<file path="src/rtl/reflex_round_if.sv">
// Signal bundle between the reaction-game round sequencer and the button/display logic.
// The slave side is the sequencer; the master side drives start/btn and observes results.
interface reflex_round_if;
  logic        start;
  logic        btn;
  logic        go_led;
  logic        busy;
  logic [11:0] result_ms;
  logic        result_valid;
  logic        foul;
  logic        timeout;
  logic        blink;
  logic [11:0] best_ms;

  modport master (
    output start, btn,
    input  go_led, busy, result_ms, result_valid, foul, timeout, blink, best_ms
  );

  modport slave (
    input  start, btn,
    output go_led, busy, result_ms, result_valid, foul, timeout, blink, best_ms
  );
endinterface

</file>
<file path="src/rtl/reflex_round_ctrl.sv">
// Reaction-game round sequencer: random pre-GO delay, ms reaction timer, foul/timeout, blink.
// Define REFLEX_BEST_EN to build the best-reaction tracker; otherwise best_ms is tied to 12'hFFF.
module reflex_round_ctrl #(
  parameter int unsigned TICK_DIV     = 50000,
  parameter int unsigned MIN_DELAY_MS = 1000,
  parameter int unsigned RAND_BITS    = 10,
  parameter int unsigned TIMEOUT_MS   = 2000,
  parameter int unsigned BLINK_MS     = 100
) (
  input  logic          clk,
  input  logic          rst_n,
  reflex_round_if.slave bus
);

  localparam int unsigned PreW = (TICK_DIV > 1) ? $clog2(TICK_DIV) : 1;
  localparam int unsigned DlyW = 17;
  localparam int unsigned BlkW = (BLINK_MS > 1) ? $clog2(BLINK_MS) : 1;

  typedef enum logic [1:0] {StIdle, StArm, StGo, StDone} state_e;

  state_e          state_q, state_d;
  logic [PreW-1:0] pre_q, pre_d;
  logic [15:0]     lfsr_q, lfsr_d;
  logic            btn_q;
  logic [DlyW-1:0] dly_q, dly_d;
  logic [11:0]     rcnt_q, rcnt_d;
  logic [BlkW-1:0] bcnt_q, bcnt_d;
  logic            go_led_q, go_led_d;
  logic            busy_q, busy_d;
  logic [11:0]     result_ms_q, result_ms_d;
  logic            result_valid_q, result_valid_d;
  logic            foul_q, foul_d;
  logic            timeout_q, timeout_d;
  logic            blink_q, blink_d;

  logic tick, press, enter_arm, enter_go, go_timeout;

  assign tick       = (pre_q == PreW'(TICK_DIV - 1));
  // Rising edge only: a button already held when the round starts must be released first.
  assign press      = bus.btn & ~btn_q;
  assign go_timeout = tick && (rcnt_q == 12'(TIMEOUT_MS - 1));
  assign lfsr_d     = {lfsr_q[0] ^ lfsr_q[2] ^ lfsr_q[3] ^ lfsr_q[5], lfsr_q[15:1]};

  // State register and all datapath/output flops.
  always_ff @(posedge clk or negedge rst_n) begin
    if (!rst_n) begin
      state_q        <= StIdle;
      pre_q          <= '0;
      lfsr_q         <= 16'hACE1;
      btn_q          <= 1'b0;
      dly_q          <= '0;
      rcnt_q         <= '0;
      bcnt_q         <= '0;
      go_led_q       <= 1'b0;
      busy_q         <= 1'b0;
      result_ms_q    <= '0;
      result_valid_q <= 1'b0;
      foul_q         <= 1'b0;
      timeout_q      <= 1'b0;
      blink_q        <= 1'b0;
    end else begin
      state_q        <= state_d;
      pre_q          <= pre_d;
      lfsr_q         <= lfsr_d;
      btn_q          <= bus.btn;
      dly_q          <= dly_d;
      rcnt_q         <= rcnt_d;
      bcnt_q         <= bcnt_d;
      go_led_q       <= go_led_d;
      busy_q         <= busy_d;
      result_ms_q    <= result_ms_d;
      result_valid_q <= result_valid_d;
      foul_q         <= foul_d;
      timeout_q      <= timeout_d;
      blink_q        <= blink_d;
    end
  end

  // Next-state logic; a press beats the GO and timeout transitions in the same cycle.
  always_comb begin
    state_d = state_q;
    case (state_q)
      StIdle: if (bus.start) state_d = StArm;
      StArm: begin
        if (press) begin
          state_d = StDone;
        end else if (tick && (dly_q == DlyW'(1))) begin
          state_d = StGo;
        end
      end
      StGo:   if (press || go_timeout) state_d = StDone;
      StDone: if (bus.start) state_d = StArm;
      default: state_d = StIdle;
    endcase
  end

  assign enter_arm = (state_d == StArm) && (state_q != StArm);
  assign enter_go  = (state_d == StGo) && (state_q != StGo);

  // Datapath and registered outputs, all computed from the upcoming state.
  always_comb begin
    pre_d = tick ? '0 : pre_q + PreW'(1);
    if (enter_arm || enter_go) pre_d = '0;

    dly_d = dly_q;
    if (enter_arm) begin
      dly_d = DlyW'(MIN_DELAY_MS) + DlyW'(lfsr_q[RAND_BITS-1:0]);
    end else if ((state_q == StArm) && tick) begin
      dly_d = dly_q - DlyW'(1);
    end

    rcnt_d = rcnt_q;
    if (enter_go) begin
      rcnt_d = '0;
    end else if ((state_q == StGo) && tick) begin
      rcnt_d = rcnt_q + 12'd1;
    end

    bcnt_d  = bcnt_q;
    blink_d = blink_q;
    if ((state_q != StDone) || (state_d != StDone)) begin
      bcnt_d  = '0;
      blink_d = 1'b0;
    end else if (tick) begin
      if (bcnt_q == BlkW'(BLINK_MS - 1)) begin
        bcnt_d  = '0;
        blink_d = ~blink_q;
      end else begin
        bcnt_d = bcnt_q + BlkW'(1);
      end
    end

    go_led_d       = (state_d == StGo);
    busy_d         = (state_d == StArm) || (state_d == StGo);
    result_valid_d = (state_q == StGo) && press;

    result_ms_d = result_ms_q;
    if (state_q == StGo) begin
      if (press) begin
        result_ms_d = rcnt_q;
      end else if (go_timeout) begin
        result_ms_d = 12'(TIMEOUT_MS);
      end
    end

    foul_d    = foul_q;
    timeout_d = timeout_q;
    if (enter_arm) begin
      foul_d    = 1'b0;
      timeout_d = 1'b0;
    end else if ((state_q == StArm) && press) begin
      foul_d = 1'b1;
    end else if ((state_q == StGo) && !press && go_timeout) begin
      timeout_d = 1'b1;
    end
  end

  assign bus.go_led       = go_led_q;
  assign bus.busy         = busy_q;
  assign bus.result_ms    = result_ms_q;
  assign bus.result_valid = result_valid_q;
  assign bus.foul         = foul_q;
  assign bus.timeout      = timeout_q;
  assign bus.blink        = blink_q;

`ifdef REFLEX_BEST_EN
  logic [11:0] best_q, best_d;

  always_comb begin
    best_d = best_q;
    if (result_valid_d && (result_ms_d < best_q)) best_d = result_ms_d;
  end

  always_ff @(posedge clk or negedge rst_n) begin
    if (!rst_n) begin
      best_q <= 12'hFFF;
    end else begin
      best_q <= best_d;
    end
  end

  assign bus.best_ms = best_q;
`else
  assign bus.best_ms = 12'hFFF;
`endif

endmodule

</file>
<file path="src/flat_wrapper.sv">
// flat-port wrapper written by rule: the top's interface ports become plain ports
module reflex_round_ctrl_flat 
#(
  parameter int unsigned TICK_DIV     = 50000,
  parameter int unsigned MIN_DELAY_MS = 1000,
  parameter int unsigned RAND_BITS    = 10,
  parameter int unsigned TIMEOUT_MS   = 2000,
  parameter int unsigned BLINK_MS     = 100
)
  (clk, rst_n, bus_start, bus_btn, bus_go_led, bus_busy, bus_result_ms, bus_result_valid, bus_foul, bus_timeout, bus_blink, bus_best_ms);
  reflex_round_if bus_i ();
  input  logic clk;
  input  logic rst_n;
  input wire logic [$bits(bus_i.start)-1:0] bus_start;
  input wire logic [$bits(bus_i.btn)-1:0] bus_btn;
  output wire logic [$bits(bus_i.go_led)-1:0] bus_go_led;
  output wire logic [$bits(bus_i.busy)-1:0] bus_busy;
  output wire logic [$bits(bus_i.result_ms)-1:0] bus_result_ms;
  output wire logic [$bits(bus_i.result_valid)-1:0] bus_result_valid;
  output wire logic [$bits(bus_i.foul)-1:0] bus_foul;
  output wire logic [$bits(bus_i.timeout)-1:0] bus_timeout;
  output wire logic [$bits(bus_i.blink)-1:0] bus_blink;
  output wire logic [$bits(bus_i.best_ms)-1:0] bus_best_ms;
  assign bus_i.start = bus_start;
  assign bus_i.btn = bus_btn;
  assign bus_go_led = bus_i.go_led;
  assign bus_busy = bus_i.busy;
  assign bus_result_ms = bus_i.result_ms;
  assign bus_result_valid = bus_i.result_valid;
  assign bus_foul = bus_i.foul;
  assign bus_timeout = bus_i.timeout;
  assign bus_blink = bus_i.blink;
  assign bus_best_ms = bus_i.best_ms;
  reflex_round_ctrl #(.TICK_DIV(TICK_DIV), .MIN_DELAY_MS(MIN_DELAY_MS), .RAND_BITS(RAND_BITS), .TIMEOUT_MS(TIMEOUT_MS), .BLINK_MS(BLINK_MS)) u_core (.clk(clk), .rst_n(rst_n), .bus(bus_i));
endmodule
</file>
<file path="config.mk">
export PLATFORM = sky130hd
export DESIGN_NAME = reflex_round_ctrl_flat
export DESIGN_NICKNAME = d
export VERILOG_FILES = /design/src/rtl/reflex_round_if.sv /design/src/rtl/reflex_round_ctrl.sv /design/src/flat_wrapper.sv
export SDC_FILE = /design/constraint.sdc
export NUM_CORES = 1
export LEC_CHECK = 0
export ABC_AREA = 1
export CORE_MARGIN = 3
export CORE_UTILIZATION = 50
export CTS_CLUSTER_SIZE = 40
export DETAILED_ROUTE_END_ITERATION = 6
export PLACE_DENSITY = 0.65
export SYNTH_ARGS = -nofsm -noshare
export SYNTH_HDL_FRONTEND = slang
export SYNTH_SLANG_ARGS = --single-unit
</file>
<file path="constraint.sdc">
create_clock -name clk -period 5.3 [get_ports clk]
set_input_delay 1.06 -clock clk [delete_from_list [all_inputs] [get_ports clk]]
set_output_delay 1.06 -clock clk [all_outputs]
set_load 0.01 [all_outputs]
</file>
==> results.json <==
{
  "status": "complete, no violations",
  "r2r_cells": 12,
  "ioPinCount": 34,
  "start_util": 0.521,
  "h-tree-depth": 3,
  "critPathMaxFanout": 21,
  "p_leak_nw": 2.64,
  "drtPass1Iterations": 5,
  "drive_above_1_share": 0.0682,
  "yosysMostFrequentCell": "nand2_1",
  "tns_ns": 0,
  "slew_viol_final": 0,
  "avgSynthCellArea_um2": 7.54,
  "grtUsageTotal": 0.197,
  "cts_sinks": 89,
  "wl_per_cell_um": 12.8,
  "cts_max_path_buffers": 2,
  "timing.rr.start": "u_core.state_q[0]",
  "grt_max_degree": 55,
  "fmax_ghz": 0.277,
  "seq_area_frac_synth": 0.460,
  "finalPower_w": 0.00240,
  "synth_cell_types": 35,
  "first_iter_violations": 182,
  "min_period_over_period": 0.681,
  "synth_top_area_frac": 0.417,
  "hold_viol_final": 0,
  "numPortBuffers": 21,
  "clkTransAtPathRegs_ns": 0.09,
  "gp_congestion": 0.884,
  "start_kind": "input pin",
  "netlist_instances": 645,
  "cts_setup_buffers": 0,
  "first_global_vias": 4021,
  "yosysTopAreaCell": "dfrtp_1",
  "grt-ovfl-total": 0,
  "fin_crit_ns": 3.61,
  "worstPathArrival_ns": 3.86,
  "holdCritPathClass": "reg -> reg",
  "required_ns": 5.55,
  "nNetsFinal": 685,
  "clock-skew-final_ns": 0.0128,
  "clk_root_buffer_cell": "clkbuf_8",
  "diodes": 0,
  "place_hpwl_um": 7480,
  "critical_path_class": "in -> reg",
  "rows": 35,
  "route.detailed.drc": 0,
  "power_density_nw_per_um2": 448,
  "min_to": "u_core.lfsr_q[10]",
  "min_from": "u_core.lfsr_q[11]",
  "die_h_um": 105,
  "die_area_um2": 10900,
  "synth_edf_count": 0,
  "drv_cap": 0,
  "vias_per_cell": 5.13,
  "synth-main-ff-cell": "dfrtp_1",
  "rsz0062_at_grt": "no",
  "synth_warnings": 0,
  "numCtsBuffers": 9,
  "antenna_found_initial": 0,
  "hold_depth": 0,
  "cts_resized": 0,
  "netlist_area_um2": 4860,
  "synth_area_leaders": "dfrtp_1 (42%), nand2_1 (13%), nor2_1 (7.1%)",
  "area_growth_syn_to_layout_pct": 10.2,
  "finalCoreUtilization": 0.574,
  "ys_async_sr_fraction": 1.00,
  "place_ws_ns": 1.26,
  "worstMarginPinSlew_ns": 0.697,
  "clk_latency_ns": 0.35,
  "ant_nets": 0,
  "vias": 4118,
  "relSlewSlack": 0.533,
  "whs_ns": 0.361,
  "core_um2": 9330,
  "ys_seq_elements": 89,
  "worst_slack_ns": 1.69,
  "worst_ir_drop_vdd_mv": 0.220,
  "end_kind": "flip-flop",
  "fp.dieW_um": 105,
  "r2r-end": "u_core.pre_q[12]",
  "cts_tree": "built",
  "grt_pass1_wl_um": 18100,
  "rrSetupSlack_ns": 2.20,
  "wl_um": 10300,
  "setup-violations-final": 0,
  "synth_commonest_cells": "nand2_1 (173), nor2_1 (92), dfrtp_1 (81)",
  "ctsHoldBuffers": 0
}
[state kept, by name, summed over array words and instances (netlist names), 2 cells and up]
| signal | flops |
|---|---|
| u_core.rcnt_q | 12 |
| u_core.bcnt_q | 7 |
| u_core.bus.result_ms | 12 |
| u_core.state_q | 2 |
| u_core.lfsr_q | 16 |
| u_core.dly_q | 17 |
| u_core.pre_q | 16 |
[cell usage in the layout, fill, tap and decap left out, types with 2 or more instances in the layout]
master and count:
nand2_1 173, xor2_1 9, nand4_1 13, a21oi_1 14, clkinvlp_4 2, clkdlybuf4s50_1 20
nor2_1 92, bufinv_16 2, inv_2 5, o21ai_1 4, clkbuf_8 9, dfrtp_1 81
nor2_2 2, nand3_1 66, ha_1 12, inv_1 75, dfstp_2 8, nand2_2 7
nor3_1 9, conb_1 12, buf_4 3, o21ai_0 34, xnor2_1 3, o22ai_1 2
nand3b_1 3, nor3b_1 2
[worst max-delay path by stage]
stage                            to  startpoint  slack [ns]
CTS                 u_core.dly_q[5]     bus_btn        1.64
detailed placement  u_core.dly_q[5]     bus_btn        1.26
global placement    u_core.pre_q[8]     bus_btn        1.36
finish              u_core.dly_q[5]     bus_btn        1.69
global route        u_core.dly_q[5]     bus_btn        1.39
floorplan           u_core.pre_q[8]     bus_btn        2.60
[power breakdown]
group / switching [W] / internal [W] / total, W / leakage, nW
Combinational: 0.000652 / 0.000340 / 0.000992 / 1.37
Sequential: 0.0000915 / 0.000798 / 0.000889 / 1.17
Clock: 0.000251 / 0.000268 / 0.000519 / 0.103
[metal layers]
metal / vias up / track usage / part of all wire
met4: 0 / 0.0515 / 0.013
met2: 75 / 0.341 / 0.50
met1: 1955 / 0.253 / 0.45
met3: 13 / 0.0395 / 0.035
li1: 2075 / - / -
met5: - / 0 / 0
[layout make-up]
| cell class | instances | area, um2 |
|---|---|---|
| clock buffer | 10 | 128 |
| clock inverter | 6 | 92.6 |
| fill | 886 | 3970 |
| inverter | 80 | 300 |
| multi-input combinational | 466 | 2220 |
| sequential | 89 | 2240 |
| tap | 129 | 161 |
| timing repair buffer | 23 | 223 |
[critical path, stage by stage]
cell	delay, ns
clkdlybuf4s50_1	0.47
inv_1	0.04
nor2_1	0.09
buf_4	0.18
nand2_1	0.40
nand3_1	0.23
nand2_1	0.09
inv_1	0.10
ha_1	0.18
nand2_2	0.24
inv_2	0.35
o21ai_0	0.14
a21oi_1	0.12
nand3b_1	0.11
nand2_1	0.05
[per-stage QoR]
step	cells	area, um2
finish	803	5360
global route	803	5360
CTS	803	5360
detailed placement	787	5140
global placement	787	5140
floorplan	656	4900
[kinds of logic (layout without fill, tap and decap cells)]
family / after synthesis / count (layout) / synth area share
AO/OA/AOI/OAI: 57 / 57 / 0.0605
adder cells (fa/ha/maj): 12 / 12 / 0.0309
XOR/XNOR: 12 / 12 / 0.0216
buffers and inverters: 101 / 119 / 0.0924
flip-flops: 89 / 89 / 0.460
other: 1 / 12 / 0.000771
AND/OR/NAND/NOR: 373 / 373 / 0.334
Power figures use the tool's default switching activity.
==> RTL change 1: new RTL, config.mk and constraints unchanged <==
Set the localparam `DlyW` to 34 (it was 17).
--- a/src/rtl/reflex_round_ctrl.sv
+++ b/src/rtl/reflex_round_ctrl.sv
@@ -13,7 +13,7 @@
 );
 
   localparam int unsigned PreW = (TICK_DIV > 1) ? $clog2(TICK_DIV) : 1;
-  localparam int unsigned DlyW = 17;
+  localparam int unsigned DlyW = 34;
   localparam int unsigned BlkW = (BLINK_MS > 1) ? $clog2(BLINK_MS) : 1;
 
   typedef enum logic [1:0] {StIdle, StArm, StGo, StDone} state_e;
Behaviour: no difference found for any inputs over 10 cycles, from zero or initial values and one cycle with rst_n low; that may be too few to reach the edited logic, so the function may still have changed.
==> RTL change 1 against the original RTL <==
Wire length rose by 23%; synthesized area rose by 21%; sequential cell count is 17 higher; setup slack got worse by 0.061 ns; design area increased by 20%; count of clock-buffer cells in the layout is 3 higher; power grew 11%; clock power is 21% higher; utilization about the same; largest power group unchanged.
==> RTL change 1: results (changes against the original RTL) <==
synthesis:
  seq_area_frac_synth_pct: 45.3  # -0.68 points
  syn_area_per_cell_um2: 7.45  # -1.1%
  synth.distinct_cells: 41  # +17%
route:
  dr_wl_met3_um: 520  # +44%
  wl_per_cell_um: 13.3  # +4.0%
  first_iter_violations: 342  # +88%
  vias: 4981  # +21%
  dr_wl_met2_um: 6210  # +21%
  highest_layer: "met4"
  wl_met1_um: 5750  # +23%
power_and_ir_drop:
  pwr-share-comb_pct: 38.3  # -3.0 points
  p_leak_nw: 3.22  # +22%
  pwr-share-clk_pct: 23.6  # +2.0 points
  switching_power_mw: 1.05  # +6.0%
  total_power_mw: 2.66  # +11%
  vdd_drop_max_uv: 369  # +68%
global_routing:
  grt_pass1_vias: 4827  # +20%
  grt_pass1_wl_um: 22100  # +22%
  grtUsageMet2_pct: 35.4  # +1.3 points
  grt_use_total_pct: 20.9  # +1.2 points
  met1_usage_pct: 26.7  # +1.4 points
  gr-usage-met3_pct: 4.33  # +0.38 points
  grt_max_degree: 59  # +7.3%
cts:
  cts_root_buf: "clkbuf_16"
  clk_pin_slew_ns: 0.07  # -0.02 ns
placement:
  placed_cell_area_mm2: 0.00614  # +19%
  place_ws_ns: 1.26  # -0.00324 ns
  place_inst: 937  # +19%
  gp_congestion: 0.877  # -0.76%
  place.detailed.hpwl_um: 9310  # +24%
worst_hold_path:
  whs_endpoint: "u_core.lfsr_q[13]"
  hold_path_depth: 0  # unchanged
  hold_start: "u_core.lfsr_q[14]"
sta:
  fin_hold_ws_ns: 0.352  # -0.00836 ns
  slew-limit-headroom_pct: 52.2  # -1.1 points
  fin_worst_skew_ns: 0.00680  # -0.00601 ns
  min_period_ns: 3.67  # +0.0606 ns
critical_path:
  cp-endpoint: "u_core.dly_q[10]"
  crit_path_max_incr_delay_ns: 0.52  # +0.05 ns
  slowest_stage: "nand2_1"
  crit_arrival_ns: 3.91  # +0.05 ns
  rrSetupSlack_ns: 2.10  # -0.10 ns
  crit_start: "bus_btn"
finish:
  drive_gt1_share_pct: 6.03  # -0.80 points
  nets: 824  # +20%
  post_layout_nonfiller_instances: 953  # +19%
  reg_top3: "u_core.dly_q (34), u_core.lfsr_q (16), u_core.pre_q (16)"
  num_antenna_cells: 0  # unchanged
outcome:
  outcome: "finished, final reports clean"
-- RTL change 1: changes by cell type after synthesis, sizes merged, moves of 5 or more --
cell and change:
a21oi +5, nand2 +31, dfrtp +17, o21ai +6, inv +18, nor2 +40, o211ai +8, nor3 +8
-- RTL change 1: cell families (layout without fill, tap and decap cells) --
| logic type | count (synthesis) | count (layout) | share of synthesized area, % |
|---|---|---|---|
| AND/OR/NAND/NOR | 451 | 451 | 33.2 |
| buffers and inverters | 125 | 139 | 9.38 |
| flip-flops | 106 | 106 | 45.3 |
| AO/OA/AOI/OAI | 78 | 78 | 7.20 |
| XOR/XNOR | 15 | 15 | 2.24 |
| adder cells (fa/ha/maj) | 12 | 12 | 2.56 |
| other | 1 | 12 | 0.0639 |
-- RTL change 1: area by class of cell --
class                      count  area, um^2
clock buffer                  13         250
clock inverter                 3        25.0
fill                        1044        4760
inverter                     100         377
multi-input combinational    568        2700
sequential                   106        2660
tap                          140         175
timing repair buffer          23         223
==> RTL change 2: new RTL, config.mk and constraints unchanged <==
Without the edit above. Compare `bcnt_q` against `BlkW'(BLINK_MS - 1)` with >= in place of ==.
--- a/src/rtl/reflex_round_ctrl.sv
+++ b/src/rtl/reflex_round_ctrl.sv
@@ -122,7 +122,7 @@
       bcnt_d  = '0;
       blink_d = 1'b0;
     end else if (tick) begin
-      if (bcnt_q == BlkW'(BLINK_MS - 1)) begin
+      if (bcnt_q >= BlkW'(BLINK_MS - 1)) begin
         bcnt_d  = '0;
         blink_d = ~blink_q;
       end else begin
Function: same outputs for any inputs over 10 cycles, from zero or initial values and one cycle with rst_n low; that may be too few to reach the edited logic, so the function may still have changed.
==> RTL change 2 against the original RTL <==
Die area grew 0.41%; maximum frequency grew 1.9%; synthesized area grew 0.44%; critical path type unchanged; sequential cell count is the same; power grew 1.0%; setup slack gained 0.066 ns; critical endpoint unchanged; design area grew 0.56%; wire length grew 2.4%.
==> RTL change 2: results (changes against the original RTL) <==
global_routing:
  grt_max_degree: 64  # +16%
  met1_usage_pct: 26.7  # +1.4 points
  grt_pass1_wl_um: 18400  # +1.5%
  grt_pass1_vias: 3940  # -2.0%
  overflow: 0  # unchanged
  grt_use_total_pct: 20.4  # +0.65 points
  grtUsageMet2_pct: 34.0  # -0.13 points
  gr-usage-met3_pct: 4.51  # +0.56 points
synthesis:
  yosys-mux-area-fraction_pct: 0  # unchanged
  synth_compound_area_share_pct: 5.77  # -0.28 points
  ys.flop_type: "dfrtp_1"
  synthTopCellsByCount: "nand2_1, nor2_1, dfrtp_1"
  yosys_warnings: 0  # unchanged
  synth.distinct_cells: 32  # -8.6%
  synth_area_leaders: "dfrtp_1, nand2_1, nor2_1"
  seq_area_frac_synth_pct: 45.8  # -0.20 points
  ys_async_sr_fraction_pct: 100  # unchanged
  synthAdderAreaFrac_pct: 3.08  # -0.013 points
  synthXorXnorAreaFrac_pct: 3.23  # +1.1 points
power_and_ir_drop:
  p_leak_nw: 2.65  # +0.54%
  vdd_drop_max_uv: 209  # -4.7%
finish:
  reg_top3: "u_core.dly_q (17), u_core.lfsr_q (16), u_core.pre_q (16)"
  drive_gt1_share_pct: 7.11  # +0.29 points
  fillers: 897  # +1.2%
  nets: 686  # +0.15%
  num_antenna_cells: 0  # unchanged
critical_path:
  crit_fanout: 18  # -14%
  crit_arrival_ns: 3.79  # -0.07 ns
  crit_path_max_incr_delay_ns: 0.56  # +0.09 ns
  endpoint_kind: "flop"
  slowest_stage: "nor2_1"
  rrSetupSlack_ns: 2.25  # +0.05 ns
  r2r-start: "u_core.pre_q[0]"
  r2r_cells: 16  # +4
  critPathTopFamily: "simple AND/OR/NAND/NOR gates"
  r2r-end: "u_core.dly_q[5]"
sta:
  fin_worst_skew_ns: 0.00957  # -0.00324 ns
  fin_hold_ws_ns: 0.360  # -0.000868 ns
  slew-limit-headroom_pct: 47.8  # -5.6 points
cts:
  cts_root_buf: "clkbuf_8"
  cts_buffers: 9  # unchanged
  cts_max_level: 3  # unchanged
  cts_buffer_depth: 2  # unchanged
  worstSkewPairLatency_ns: 0.36
route:
  vias: 4097  # -0.51%
  drt-pass1-iter-count: 5  # unchanged
  first_iter_violations: 160  # -12%
  wl_per_cell_um: 13.1  # +2.3%
placement:
  port_buffers: 21  # unchanged
  gp_congestion: 0.877  # -0.85%
  place_ws_ns: 1.41  # +0.147 ns
  place.detailed.hpwl_um: 7590  # +1.4%
outcome:
  outcome: "finished, final reports clean"
worst_hold_path:
  whs_endpoint: "u_core.lfsr_q[11]"
  hold_start: "u_core.lfsr_q[12]"
job:
  maxCapViolations: 0  # unchanged
RTL change 2: cell types whose count changed after synthesis, sizes merged, moves of 2 or more:
cell,delta
nand3,-5
xor2,+5
buf,-3
nand4,-3
nor3,+2
RTL change 2: logic make-up after synthesis:
family,after synthesis
AO/OA/AOI/OAI,55
XOR/XNOR,18
adder cells (fa/ha/maj),12
buffers and inverters,99
flip-flops,89
other,1
AND/OR/NAND/NOR,370
RTL change 2: area by class of cell:
type	instances	area share, %
Multi-Input combinational cell	467	41.8
Sequential cell	89	41.5
Inverter	80	5.57
Timing Repair Buffer	23	4.13
Tap cell	129	3.00
Clock buffer	13	2.76
Clock inverter	3	1.21
RTL change 2: routing by layer:
metal	up-vias	part of all wire (%)	wire length, um
met4	0	1.4	146
met2	89	49	5210
met5	-	0	0
met1	1936	45	4760
met3	14	4.1	428
li1	2058	-	-
RTL change 2: worst max path at each step:
stage / end / start / slack, ns
after floorplan: u_core.dly_q[2] / bus_btn / 2.68
after global placement: u_core.dly_q[5] / bus_btn / 1.56
after detailed placement: u_core.dly_q[5] / bus_btn / 1.41
after CTS: u_core.dly_q[5] / bus_btn / 1.78
after global routing: u_core.dly_q[5] / bus_btn / 1.43
final: u_core.dly_q[5] / bus_btn / 1.76
RTL change 2: power breakdown:
| group | total, mW | internal, mW | leakage (nW) | switching (mW) |
|---|---|---|---|---|
| clock network | 0.509 | 0.279 | 0.108 | 0.231 |
| registers | 0.894 | 0.798 | 1.17 | 0.0960 |
| logic | 1.02 | 0.347 | 1.37 | 0.675 |
| total | 2.43 | 1.42 | 2.65 | 1.00 |
RTL change 2: metrics by stage:
step,cell area [um^2],cells
final,5390,804
after CTS,5390,804
after detailed placement,5170,788
after global placement,5170,788
after floorplan,4920,655
after global routing,5390,804
RTL change 2: worst register-to-register path: cells and delay by family (launching register included):
family,cells,cell delay [ns]
AND/OR/NAND/NOR,9,1.35
buffers and inverters,3,0.59
flip-flops,1,0.38
adder cells (fa/ha/maj),2,0.36
AO/OA/AOI/OAI,2,0.26
